--- config.mk ---
export PLATFORM = sky130hd
export DESIGN_NAME = fetch_stage
export DESIGN_NICKNAME = d
export VERILOG_FILES = /design/src/rtl/fetch_stage.sv
export SDC_FILE = /design/constraint.sdc
export NUM_CORES = 1
export LEC_CHECK = 0
export CORE_ASPECT_RATIO = 1.25
export CORE_MARGIN = 4
export CORE_UTILIZATION = 50
export DETAILED_ROUTE_END_ITERATION = 16
export PLACE_DENSITY = 0.69
export SYNTH_ARGS = -nofsm -noshare
export SYNTH_HDL_FRONTEND = slang
export SYNTH_SLANG_ARGS = --single-unit
--- constraint.sdc ---
create_clock -name clk -period 15.42 [get_ports clk]
set_input_delay 3.084 -clock clk [delete_from_list [all_inputs] [get_ports clk]]
set_output_delay 3.084 -clock clk [all_outputs]
set_load 0.005 [all_outputs]
--- src/rtl/fetch_stage.sv ---
// fetch_stage: owns the PC, issues word requests to instruction memory and buffers
// returned words for decode. Optional FETCH_ALIGN_CHECK_EN adds a sticky misaligned-redirect fault.
module fetch_stage #(
    parameter int          DEPTH    = 4,
    parameter logic [31:0] RESET_PC = 32'h0000_0000
) (
    input  logic        clk,
    input  logic        rst_n,
    output logic        imem_req_valid,
    input  logic        imem_req_ready,
    output logic [31:0] imem_req_addr,
    input  logic        imem_rsp_valid,
    input  logic [31:0] imem_rsp_data,
    output logic        dec_valid,
    input  logic        dec_ready,
    output logic [31:0] dec_instr,
    output logic [31:0] dec_pc,
    output logic [31:0] dec_pc_plus4,
    input  logic        redirect_valid,
    input  logic [31:0] redirect_target,
    output logic        fetch_fault
);
    localparam int AW = $clog2(DEPTH);
    localparam int PW = AW + 1;
    localparam int CW = AW + 2;

    logic [31:0]      fetch_pc;
    logic [31:0]      slot_pc    [DEPTH];
    logic [31:0]      slot_pc4   [DEPTH];
    logic [31:0]      slot_instr [DEPTH];
    logic [DEPTH-1:0] slot_filled;
    logic [PW-1:0]    rd_ptr;
    logic [PW-1:0]    wr_ptr;
    logic [PW-1:0]    fill_ptr;
    logic [PW-1:0]    drop;
    logic             run;
    logic             faulted;

    logic [AW-1:0]    rd_idx;
    logic [AW-1:0]    wr_idx;
    logic [AW-1:0]    fill_idx;
    logic [PW-1:0]    occupancy;
    logic [PW-1:0]    live_inflight;
    logic [CW-1:0]    credit_used;
    logic [CW-1:0]    drop_on_flush;
    logic [31:0]      target_aligned;
    logic [31:0]      pc_next;
    logic             accept;
    logic             deq;
    logic             fill;
    logic             discard;

    assign rd_idx        = rd_ptr[AW-1:0];
    assign wr_idx        = wr_ptr[AW-1:0];
    assign fill_idx      = fill_ptr[AW-1:0];
    assign occupancy     = wr_ptr - rd_ptr;
    assign live_inflight = wr_ptr - fill_ptr;
    assign credit_used   = CW'(occupancy) + CW'(drop);
    assign target_aligned = redirect_target & 32'hFFFF_FFFC;
    assign pc_next       = fetch_pc + 32'd4;

    // Everything still outstanding becomes stale; a response landing this cycle is one of them.
    assign drop_on_flush = CW'(drop) + CW'(live_inflight) - CW'(imem_rsp_valid);

    // Credit depends only on registered state and the redirect input.
    assign imem_req_valid = rst_n && run && !redirect_valid && !faulted
                            && (credit_used < CW'(DEPTH));
    assign imem_req_addr  = fetch_pc;

    assign accept  = imem_req_valid && imem_req_ready;
    assign deq     = dec_valid && dec_ready && !redirect_valid;
    assign fill    = imem_rsp_valid && !redirect_valid && (drop == '0) && (live_inflight != '0);
    assign discard = imem_rsp_valid && !redirect_valid && (drop != '0);

    assign dec_valid    = slot_filled[rd_idx];
    assign dec_instr    = slot_instr[rd_idx];
    assign dec_pc       = slot_pc[rd_idx];
    assign dec_pc_plus4 = slot_pc4[rd_idx];

    always_ff @(posedge clk) begin
        if (!rst_n) begin
            run         <= 1'b0;
            fetch_pc    <= RESET_PC;
            rd_ptr      <= '0;
            wr_ptr      <= '0;
            fill_ptr    <= '0;
            drop        <= '0;
            slot_filled <= '0;
            for (int i = 0; i < DEPTH; i++) begin
                slot_pc[i]    <= '0;
                slot_pc4[i]   <= '0;
                slot_instr[i] <= '0;
            end
        end else begin
            run <= 1'b1;
            if (redirect_valid) begin
                fetch_pc    <= target_aligned;
                rd_ptr      <= '0;
                wr_ptr      <= '0;
                fill_ptr    <= '0;
                slot_filled <= '0;
                drop        <= PW'(drop_on_flush);
            end else begin
                if (accept) begin
                    fetch_pc         <= pc_next;
                    slot_pc[wr_idx]  <= fetch_pc;
                    slot_pc4[wr_idx] <= pc_next;
                    wr_ptr           <= wr_ptr + PW'(1);
                end
                if (fill) begin
                    slot_instr[fill_idx]  <= imem_rsp_data;
                    slot_filled[fill_idx] <= 1'b1;
                    fill_ptr              <= fill_ptr + PW'(1);
                end else if (discard) begin
                    drop <= drop - PW'(1);
                end
                // A filled head is never the fill target, so these never collide.
                if (deq) begin
                    slot_filled[rd_idx] <= 1'b0;
                    rd_ptr              <= rd_ptr + PW'(1);
                end
            end
        end
    end

`ifdef FETCH_ALIGN_CHECK_EN
    always_ff @(posedge clk) begin
        if (!rst_n) begin
            faulted <= 1'b0;
        end else if (redirect_valid) begin
            faulted <= (redirect_target[1:0] != 2'b00);
        end
    end
`else
    assign faulted = 1'b0;
`endif

    assign fetch_fault = faulted;

endmodule

# Word-level counts from Yosys, hierarchy flattened
# Memory sizes are Yosys's and may differ from the RTL's. A register that Yosys moved wholly into a read port is not among the register bits.
# Index checks and enable logic that the tools add are counted.
dict set report totals {
  register_bits 49
  latchBits 0
  mem_bits_rw 384
  romBits 0
  output_inout_bits 131
  elab_cells 94
  memories 3
}
dict set report classes {
  addsub 10
  n_mul 0
  div 0
  magnitude_cmp 5
  eq_ne 1
  shifts 0
  muxes 40
  bitwise 4
  reduce_logical 23
}
# memory words word_bits rd rd_ports_with_merged_regs wr line_no
set memory_table {}
lappend memory_table {slot_instr 4 32 1 1 4 30} ;# logic [31:0] slot_instr [DEPTH];
lappend memory_table {slot_pc 4 32 1 1 4 28} ;# logic [31:0] slot_pc [DEPTH];
lappend memory_table {slot_pc4 4 32 1 1 4 29} ;# logic [31:0] slot_pc4 [DEPTH];
# operator count
set op_table {}
lappend op_table {{2-to-1 mux 32 bit} 5}
lappend op_table {{OR reduction 32 bit} 3}
lappend op_table {{adder 32 x 3 -> 32 bit (second input constant)} 1}
lappend op_table {{2-to-1 mux 2 bit} 9}
lappend op_table {{2-to-1 mux 1 bit} 16}
lappend op_table {{2-to-1 mux 4 bit} 4}
lappend op_table {{logical AND 1 bit} 12}
lappend op_table {{adder 3 x 1 -> 3 bit (second input constant)} 3}
lappend op_table {{2-to-1 mux 3 bit} 3}
lappend op_table {{less-than comparator 2 x 3 -> 1 bit (second input constant)} 2}
lappend op_table {{nonzero test 3 bit} 2}
lappend op_table {{subtractor 3 bit} 2}
lappend op_table {{adder 3 x 3 -> 4 bit} 1}
lappend op_table {{bitwise AND 4 bit} 1}
lappend op_table {{demux 1 bit (select 2 bit)} 2}
lappend op_table {{>= comparator 2 x 1 -> 1 bit (second input constant)} 2}
lappend op_table {{less-than comparator 4 x 3 -> 1 bit (second input constant)} 1}
lappend op_table {{NOT 4 bit} 1}
lappend op_table {{OR 4 bit} 1}
lappend op_table {{nonzero test 2 bit} 2}
lappend op_table {{adder 3 bit} 1}
lappend op_table {{logical NOT 3 bit} 1}
lappend op_table {{subtractor 3 x 1 -> 3 bit} 1}
lappend op_table {{subtractor 3 x 1 -> 3 bit (second input constant)} 1}
lappend op_table {{other kinds (6)} 6}

# Logic depth before layout (Yosys ltp)
# Gate-level depths: netlist of run 1.
dict set report logic_depth {
  depth_word 11
  depth_mapped 14
}

# Worst setup path before layout of run 1
# Ideal clock, no wire load.
dict set report synth_timing {
  path_kind {in2reg}
  start {input rst_n}
  end {memory slot_pc4[3][10] (enable)}
  arrival_ns 6.944
  path_slack_ns 7.998
  stages 8
  path_cell_list {clkbuf_1 -> nor2b_1 -> nand4_1 -> clkbuf_1 -> buf_1 -> clkbuf_1 -> nor2_1 -> nor2_1}
}
# item line_no
set synth_rtl {}
lappend synth_rtl {{from (decl)} 8} ;# input logic rst_n,
lappend synth_rtl {{to (decl)} 29}

# Worst setup path after layout of run 1
dict set report layout_timing {
  start {input redirect_valid}
  end {output imem_req_valid}
}
dict set report layout_via {
  elab_chain_len 3
}
# item line_no
set layout_lines {}
lappend layout_lines {{from (decl)} 19} ;# input logic redirect_valid,
lappend layout_lines {{logical NOT 1 bit} 66} ;# assign imem_req_valid = rst_n && run && !redirect_valid && !faulted
lappend layout_lines {{logical AND 1 bit} 66}
lappend layout_lines {{logical AND 1 bit} 67} ;# && (credit_used < CW'(DEPTH));
lappend layout_lines {{to (decl)} 9} ;# output logic imem_req_valid,
# No other way between the ends.

==> reports/metrics.csv, run 1 <==
stage,metric,value,unit
final_layout,most-common-layout-cells,"368 x edfxtp_1, 190 x clkdlybuf4s50_1, 187 x and2_1",
timing,slew_headroom,29.3,%
clock_network,insertion_delay,0.54,ns
placement,detailed_place_hpwl,26.7,mm
global_routing,grt_max_degree,70,
critical_path,critical_path_class,in -> out,
timing,max_freq,127,MHz
worst_hold_path,hp-class,reg -> reg,
critical_path,cpPeakStageDelay,0.45,ns
critical_path,endpoint_kind,primary output,
yosys,synth_warnings,0,
critical_path,critical_path.cell_chain,clkdlybuf4s50_1 -> buf_4 -> nor2b_1 -> and3_1 -> clkdlybuf4s50_1,
global_routing,first_global_vias,11900,
outcome,outcome,"finished, final reports clean",
floorplanning,die_y,224,um
floorplanning,chipWidth,181,um
clock_network,post_cts_resized,0,
timing,fin_tns_setup,0,ns
floorplanning,io_pins,201,
yosys,avgSynthCellArea,14.3,sq um
yosys,ys_seq_area_share,64.2,%
clock_network,numCtsBuffers,42,
clock_network,cts_root_buf,clkbuf_16,
route,via_per_inst,5.75,
critical_path,crit_required,12.34,ns
yosys,synth_ff_type,edfxtp_1,
final_layout,nets,1555,
flow_run,cap_viol_max_count,0,
yosys,synth_seq_cells,417,
placement,gp_routability_congestion,0.751,
route,antenna_left,0,
yosys,async_flop_share,0,%
floorplanning,initial_utilization,50.4,%
global_routing,overflow,0,
yosys,yosys.area.top_type_share,58.9,%
final_layout,area_growth,20.0,%
floorplanning,die_area,0.0407,sq mm
yosys,synth_cell_types,65,
critical_path,cp_max_fo,31,
placement,dpl_cell_area,0.0211,sq mm
timing,final-hold-violation-count,0,
clock_network,cts_tree,built,
global_routing,grt_pass1_wl,70.5,mm
yosys,syn_area,0.0187,sq mm
route,vias,11400,
floorplanning,rows,79,
timing,fin_crit_sh,51.0,%
route,wl_per_cell,23.3,um
yosys,yosys-top-cells-area,"edfxtp_1 59%, mux4_2 11%, and2_1 6.2%, dfxtp_1 5.2%, nor2_1 3.2%",
final_layout,layout-drive-gt1-share,13.9,%
pwr,p_per_area,113,mW/mm^2
clock_network,cts_num_sinks,417,
timing,finClkSkew,0.00848,ns
clock_network,cts_max_path_buffers,3,
critical_path,slowest_stage,clkdlybuf4s50_1,
pwr,peakVddDrop,0.0960,mV
route,drt-initial-drc-count,978,
critical_path,cp.arrival,4.78,ns
timing,period_minus_slack,7.87,ns
critical_path,crit_buf_inv,3,
critical_path,critPathTopFamily,buffers and inverters,
clock_network,cts.clk_slew.worst_paths,0.06,ns
clock_network,cts_setup_buffers,0,
global_routing,grtUsageTotal,22.4,%
timing,worst_pin_slew,1.06,ns
global_routing,grt_antenna_before_repair,2,
critical_path,crit_top_cell,clkdlybuf4s50_1,
timing,grt_setup_unrepaired,no,
route,drc,0,
timing,slew_viol_final,0,
yosys,synth_top_cell_by_area,edfxtp_1,
final_layout,layout_commonest_cell,edfxtp_1,
route,firstDrtPassIters,5,
critical_path,worstSetupStartpointType,input pin,
timing,finalSetupViolations,0,
clock_network,cts_hold_buffers,0,
yosys,synth-edff-count,368,
yosys,syn_inst,1307,
route,wl,46.2,mm
final_layout,fill_cells,2938,
floorplanning,core_area,0.0372,sq mm
placement,io_buffers,191,
clock_network,htreeDepth,2,
final_layout,fin_area,0.0225,sq mm
pwr,p_leak,8.07,nW
-- metal layers --
layer | GRT usage [%] | share of wire (%) | vias to the layer above
met1 | 28.0 | 39 | 5756
met3 | 4.84 | 7.4 | 93
li1 | - | - | 5118
met5 | 0 | 0.028 | -
met4 | 7.22 | 3.0 | 2
met2 | 39.3 | 51 | 421
-- area by class of cell --
cell class	count	area, sq um	share of cell area [%]
Timing Repair Buffer	215	2090	9.28
Clock buffer	64	1280	5.68
Multi-Input combinational cell	767	6250	27.8
Antenna cell	1	2.50	0.0111
Clock inverter	11	155	0.690
Tap cell	486	608	2.70
Inverter	20	75.1	0.334
Sequential cell	417	12000	53.5
-- worst reg2reg max path, cell delays in order, from the launching register on --
cell and delay, ns:
dfxtp_1 0.39, inv_1 0.15, ha_1 0.16, inv_1 0.05, fa_1 0.36, xor2_1 0.19
xnor2_1 0.15, ha_1 0.25, nor4b_1 0.40, and4_2 0.29, buf_4 0.54, nand2_2 0.75
nand2_2 0.60, buf_4 0.70
-- cell families (layout without fill, tap and decap cells) --
family                   Yosys count  in the layout  synth area share [%]
XOR/XNOR                          41             41                  2.04
multiplexers                      96             96                  11.3
AO/OA/AOI/OAI                     81             81                  2.92
other                              1              8                0.0200
adder cells (fa/ha/maj)           22             22                  1.59
buffers and inverters            129            310                  2.88
AND/OR/NAND/NOR                  520            520                  15.0
flip-flops                       417            417                  64.2
-- registers in the layout, indices dropped and copies added, names as in the netlist, named ones only --
name,count
wr_ptr,3
rd_ptr,3
drop,3
imem_req_addr,30
slot_pc,120
slot_pc4,120
slot_filled,4
slot_instr,128
run,1
fill_ptr,3
-- final timing paths --
kind | startpoint | to | slack, ns | depth (start not counted)
setup / recovery | redirect_valid | imem_req_valid | 7.55 | 5
setup reg to reg | wr_ptr[0] | slot_pc4[1][14] | 10.01 | 13
hold / removal | slot_filled[1] | slot_filled[1] | 0.52 | 2
hold reg to reg | slot_filled[1] | slot_filled[1] | 0.52 | 2
-- stage by stage --
step                      setup slack (ns)  utilization (%)  hold slack [ns]  instances  power, W
after floorplan                       8.00                -            0.481       1313   0.00141
after CTS                             7.55             60.5            0.522       1980   0.00255
after detailed placement              7.56             56.7            0.514       1905   0.00150
after global routing                  7.47             60.5            0.570       1980   0.00261
final                                 7.55             60.5            0.518       1981   0.00253
after global placement                7.58             56.7            0.503       1905   0.00150
-- synthesized netlist by cell type, types with 3 or more instances --
cell	number
edfxtp_1	368
and2_1	187
nor2_1	159
mux4_2	93
clkbuf_1	68
and3_1	67
dfxtp_1	49
nand2_1	41
xnor2_1	27
a21oi_1	21
buf_1	20
ha_1	19
inv_1	19
nand3_1	16
o21ai_0	12
xor2_1	12
buf_2	11
buf_4	9
nand4_1	9
nor3_1	6
nor4_1	6
o211ai_1	6
a21o_1	5
a22o_1	5
a32oi_1	5
nand2b_1	5
a22oi_1	4
a211oi_1	3
fa_1	3
o21a_1	3
or4_1	3
-- report_power, final --
part / total [W] / internal [W] / switching, W
clock network: 0.00105 / 0.000637 / 0.000415
logic: 0.000176 / 0.0000814 / 0.0000944
registers: 0.00130 / 0.00128 / 0.0000278
total: 0.00253 / 0.00199 / 0.000537
(Power assumes the default switching activity.)
==> run 2, diff against run 1 <==
--- a/config.mk
+++ b/config.mk
@@ -9,7 +9,7 @@
 export CORE_MARGIN = 4
 export CORE_UTILIZATION = 50
 export DETAILED_ROUTE_END_ITERATION = 16
-export PLACE_DENSITY = 0.69
+export PLACE_DENSITY = 0.72
 export SYNTH_ARGS = -nofsm -noshare
 export SYNTH_HDL_FRONTEND = slang
 export SYNTH_SLANG_ARGS = --single-unit
==> constraint.sdc (replaced) <==
create_clock -name clk -period 6.8 [get_ports clk]
set_input_delay 1.36 -clock clk [delete_from_list [all_inputs] [get_ports clk]]
set_output_delay 1.36 -clock clk [all_outputs]
set_load 0.005 [all_outputs]
==> run 2 against run 1 <==
Compared with the run above: non-clock buffer count is 4 higher; sequential share of layout area is 0.17 points higher; final cell count is 0.20% higher; first-iteration DRC count is 12% higher; via count is 0.26% higher; sequential power is 130% higher; combinational power is 130% higher; worst hold slack better by 0.0038 ns; sequential cell count stayed put; core utilization is 0.19 points lower; global-route usage is 0.062 points lower; largest cell class unchanged.
==> reports/metrics.csv, run 2 (synthesis results as in run 1) <==
stage,metric,value,unit,change
outcome,outcome,"finished, final reports clean",,
floorplanning,core_area,0.0372,sq mm,unchanged
timing,fin_crit_sh,70.2,%,
clock_network,cts_setup_buffers,0,,unchanged
clock_network,cts.clk_slew.worst_paths,0.06,ns,about the same
route,antenna_left,0,,unchanged
route,vias,11400,,+0.26%
timing,slew_headroom,34.3,%,+5.0 points
clock_network,cts_num_sinks,417,,unchanged
route,firstDrtPassIters,5,,unchanged
floorplanning,rows,79,,unchanged
critical_path,critical_path_class,reg -> out,,
final_layout,area_growth,19.6,%,
final_layout,most-common-layout-cells,"368 x edfxtp_1, 190 x clkdlybuf4s50_1, 187 x and2_1",,
critical_path,worstSetupStartpointType,flip-flop,,
floorplanning,io_pins,201,,unchanged
clock_network,numCtsBuffers,42,,unchanged
clock_network,cts_tree,built,,
global_routing,grt_max_degree,69,,-1.4%
clock_network,cts_max_path_buffers,3,,unchanged
pwr,p_per_area,248,mW/mm^2,+120%
timing,period_minus_slack,4.77,ns,
final_layout,layout_commonest_cell,edfxtp_1,,
floorplanning,die_y,224,um,unchanged
pwr,peakVddDrop,0.185,mV,+93%
placement,io_buffers,191,,unchanged
critical_path,cp_max_fo,7,,-77%
clock_network,cts_root_buf,clkbuf_16,,
floorplanning,chipWidth,181,um,unchanged
timing,finClkSkew,0.0150,ns,+0.00651 ns
final_layout,largest_reg_flops,128,,unchanged
global_routing,grt_pass1_wl,70.2,mm,-0.39%
placement,detailed_place_hpwl,27.1,mm,+1.5%
route,drc,0,,unchanged
clock_network,insertion_delay,0.55,ns,about the same
floorplanning,die_area,0.0407,sq mm,unchanged
timing,grt_setup_unrepaired,no,,
final_layout,nets,1559,,+0.26%
timing,fin_tns_setup,0,ns,unchanged
global_routing,overflow,0,,unchanged
pwr,p_leak,8.04,nW,-0.43%
critical_path,cp.arrival,3.41,ns,-1.37 ns
placement,gp_routability_congestion,0.792,,+5.4%
final_layout,reg_top3,"slot_instr (128), slot_pc4 (120), slot_pc (120)",,
worst_hold_path,hp-class,reg -> reg,,
clock_network,htreeDepth,2,,unchanged
final_layout,fin_area,0.0224,sq mm,-0.32%
global_routing,first_global_vias,11900,,+0.12%
critical_path,endpoint_kind,primary output,,
floorplanning,initial_utilization,50.4,%,unchanged
timing,worst_pin_slew,0.984,ns,-0.0769 ns
timing,slew_viol_final,0,,unchanged
route,wl_per_cell,23.0,um,-1.5%
route,via_per_inst,5.75,,about the same
route,wl,45.6,mm,-1.3%
route,drt-initial-drc-count,1098,,+12%
clock_network,cts_hold_buffers,0,,unchanged
final_layout,fill_cells,2877,,-2.1%
final_layout,top_register,slot_instr,,
global_routing,grt_antenna_before_repair,2,,unchanged
flow_run,cap_viol_max_count,0,,unchanged
timing,finalSetupViolations,0,,unchanged
timing,final-hold-violation-count,0,,unchanged
placement,dpl_cell_area,0.0211,sq mm,+0.29%
critical_path,crit_required,5.44,ns,-6.90 ns
timing,max_freq,209,MHz,
global_routing,grtUsageTotal,22.4,%,-0.062 points
clock_network,post_cts_resized,0,,unchanged
final_layout,layout-drive-gt1-share,13.5,%,-0.44 points
run 2: cell types whose count changed in the layout (fill, tap and decap cells not counted), moves of 2 or more:
cell / change
clkinvlp_4: -2
clkbuf_8: -6
clkbuf_1: +6
inv_6: +2
buf_12: +3
clkinv_2: +2
nand2_2: -2
nand2_1: +2
clkbuf_16: -3
run 2: metal layers:
| layer | vias up | track usage, % | wire, um |
|---|---|---|---|
| met5 | - | 0 | 0 |
| met4 | 0 | 5.69 | 1010 |
| met3 | 60 | 5.22 | 3550 |
| met2 | 435 | 39.1 | 23600 |
| met1 | 5807 | 28.5 | 17500 |
| li1 | 5118 | - | - |
run 2: path summary, 6_finish.rpt:
check,slack (ns),to,depth (start not counted),start
min reg2reg,0.52,slot_filled[0],2,slot_filled[0]
max reg2reg,2.42,slot_pc4[1][7],13,wr_ptr[0]
min,0.52,slot_filled[0],2,slot_filled[0]
max,2.03,imem_req_valid,10,wr_ptr[0]
run 2: cell type report:
cell class,instances,area (sq um),share of cell area [%]
Clock inverter,14,158,0.703
Inverter,20,75.1,0.335
Clock buffer,61,1140,5.09
Tap cell,486,608,2.71
Sequential cell,417,12000,53.7
Timing Repair Buffer,219,2150,9.61
Antenna cell,1,2.50,0.0112
Multi-Input combinational cell,767,6250,27.9
run 2: stage by stage:
stage	setup WS, ns	hold slack (ns)	util, %	cells	total power (W)
global route	1.80	0.544	60.3	1984	0.00576
finish	2.03	0.522	60.3	1985	0.00557
global placement	1.94	0.498	56.8	1909	0.00340
detailed placement	1.93	0.521	56.8	1909	0.00341
CTS	1.96	0.532	60.3	1984	0.00562
floorplan	1.10	0.481	-	1313	0.00319
run 2: critical path, cell delays in order, from the launching register on:
cell and delay, ns:
dfxtp_1 0.38, inv_1 0.15, ha_1 0.16, inv_1 0.05, fa_1 0.37, xor2_1 0.16
xnor2_1 0.13, ha_1 0.28, nor4b_1 0.42, and3_1 0.27, clkdlybuf4s50_1 0.51
run 2: power by group:
group          leakage [nW]  internal, W  switching (W)
Combinational          3.21     0.000187       0.000215
Clock                 0.630      0.00128       0.000930
Sequential             4.20      0.00289      0.0000638
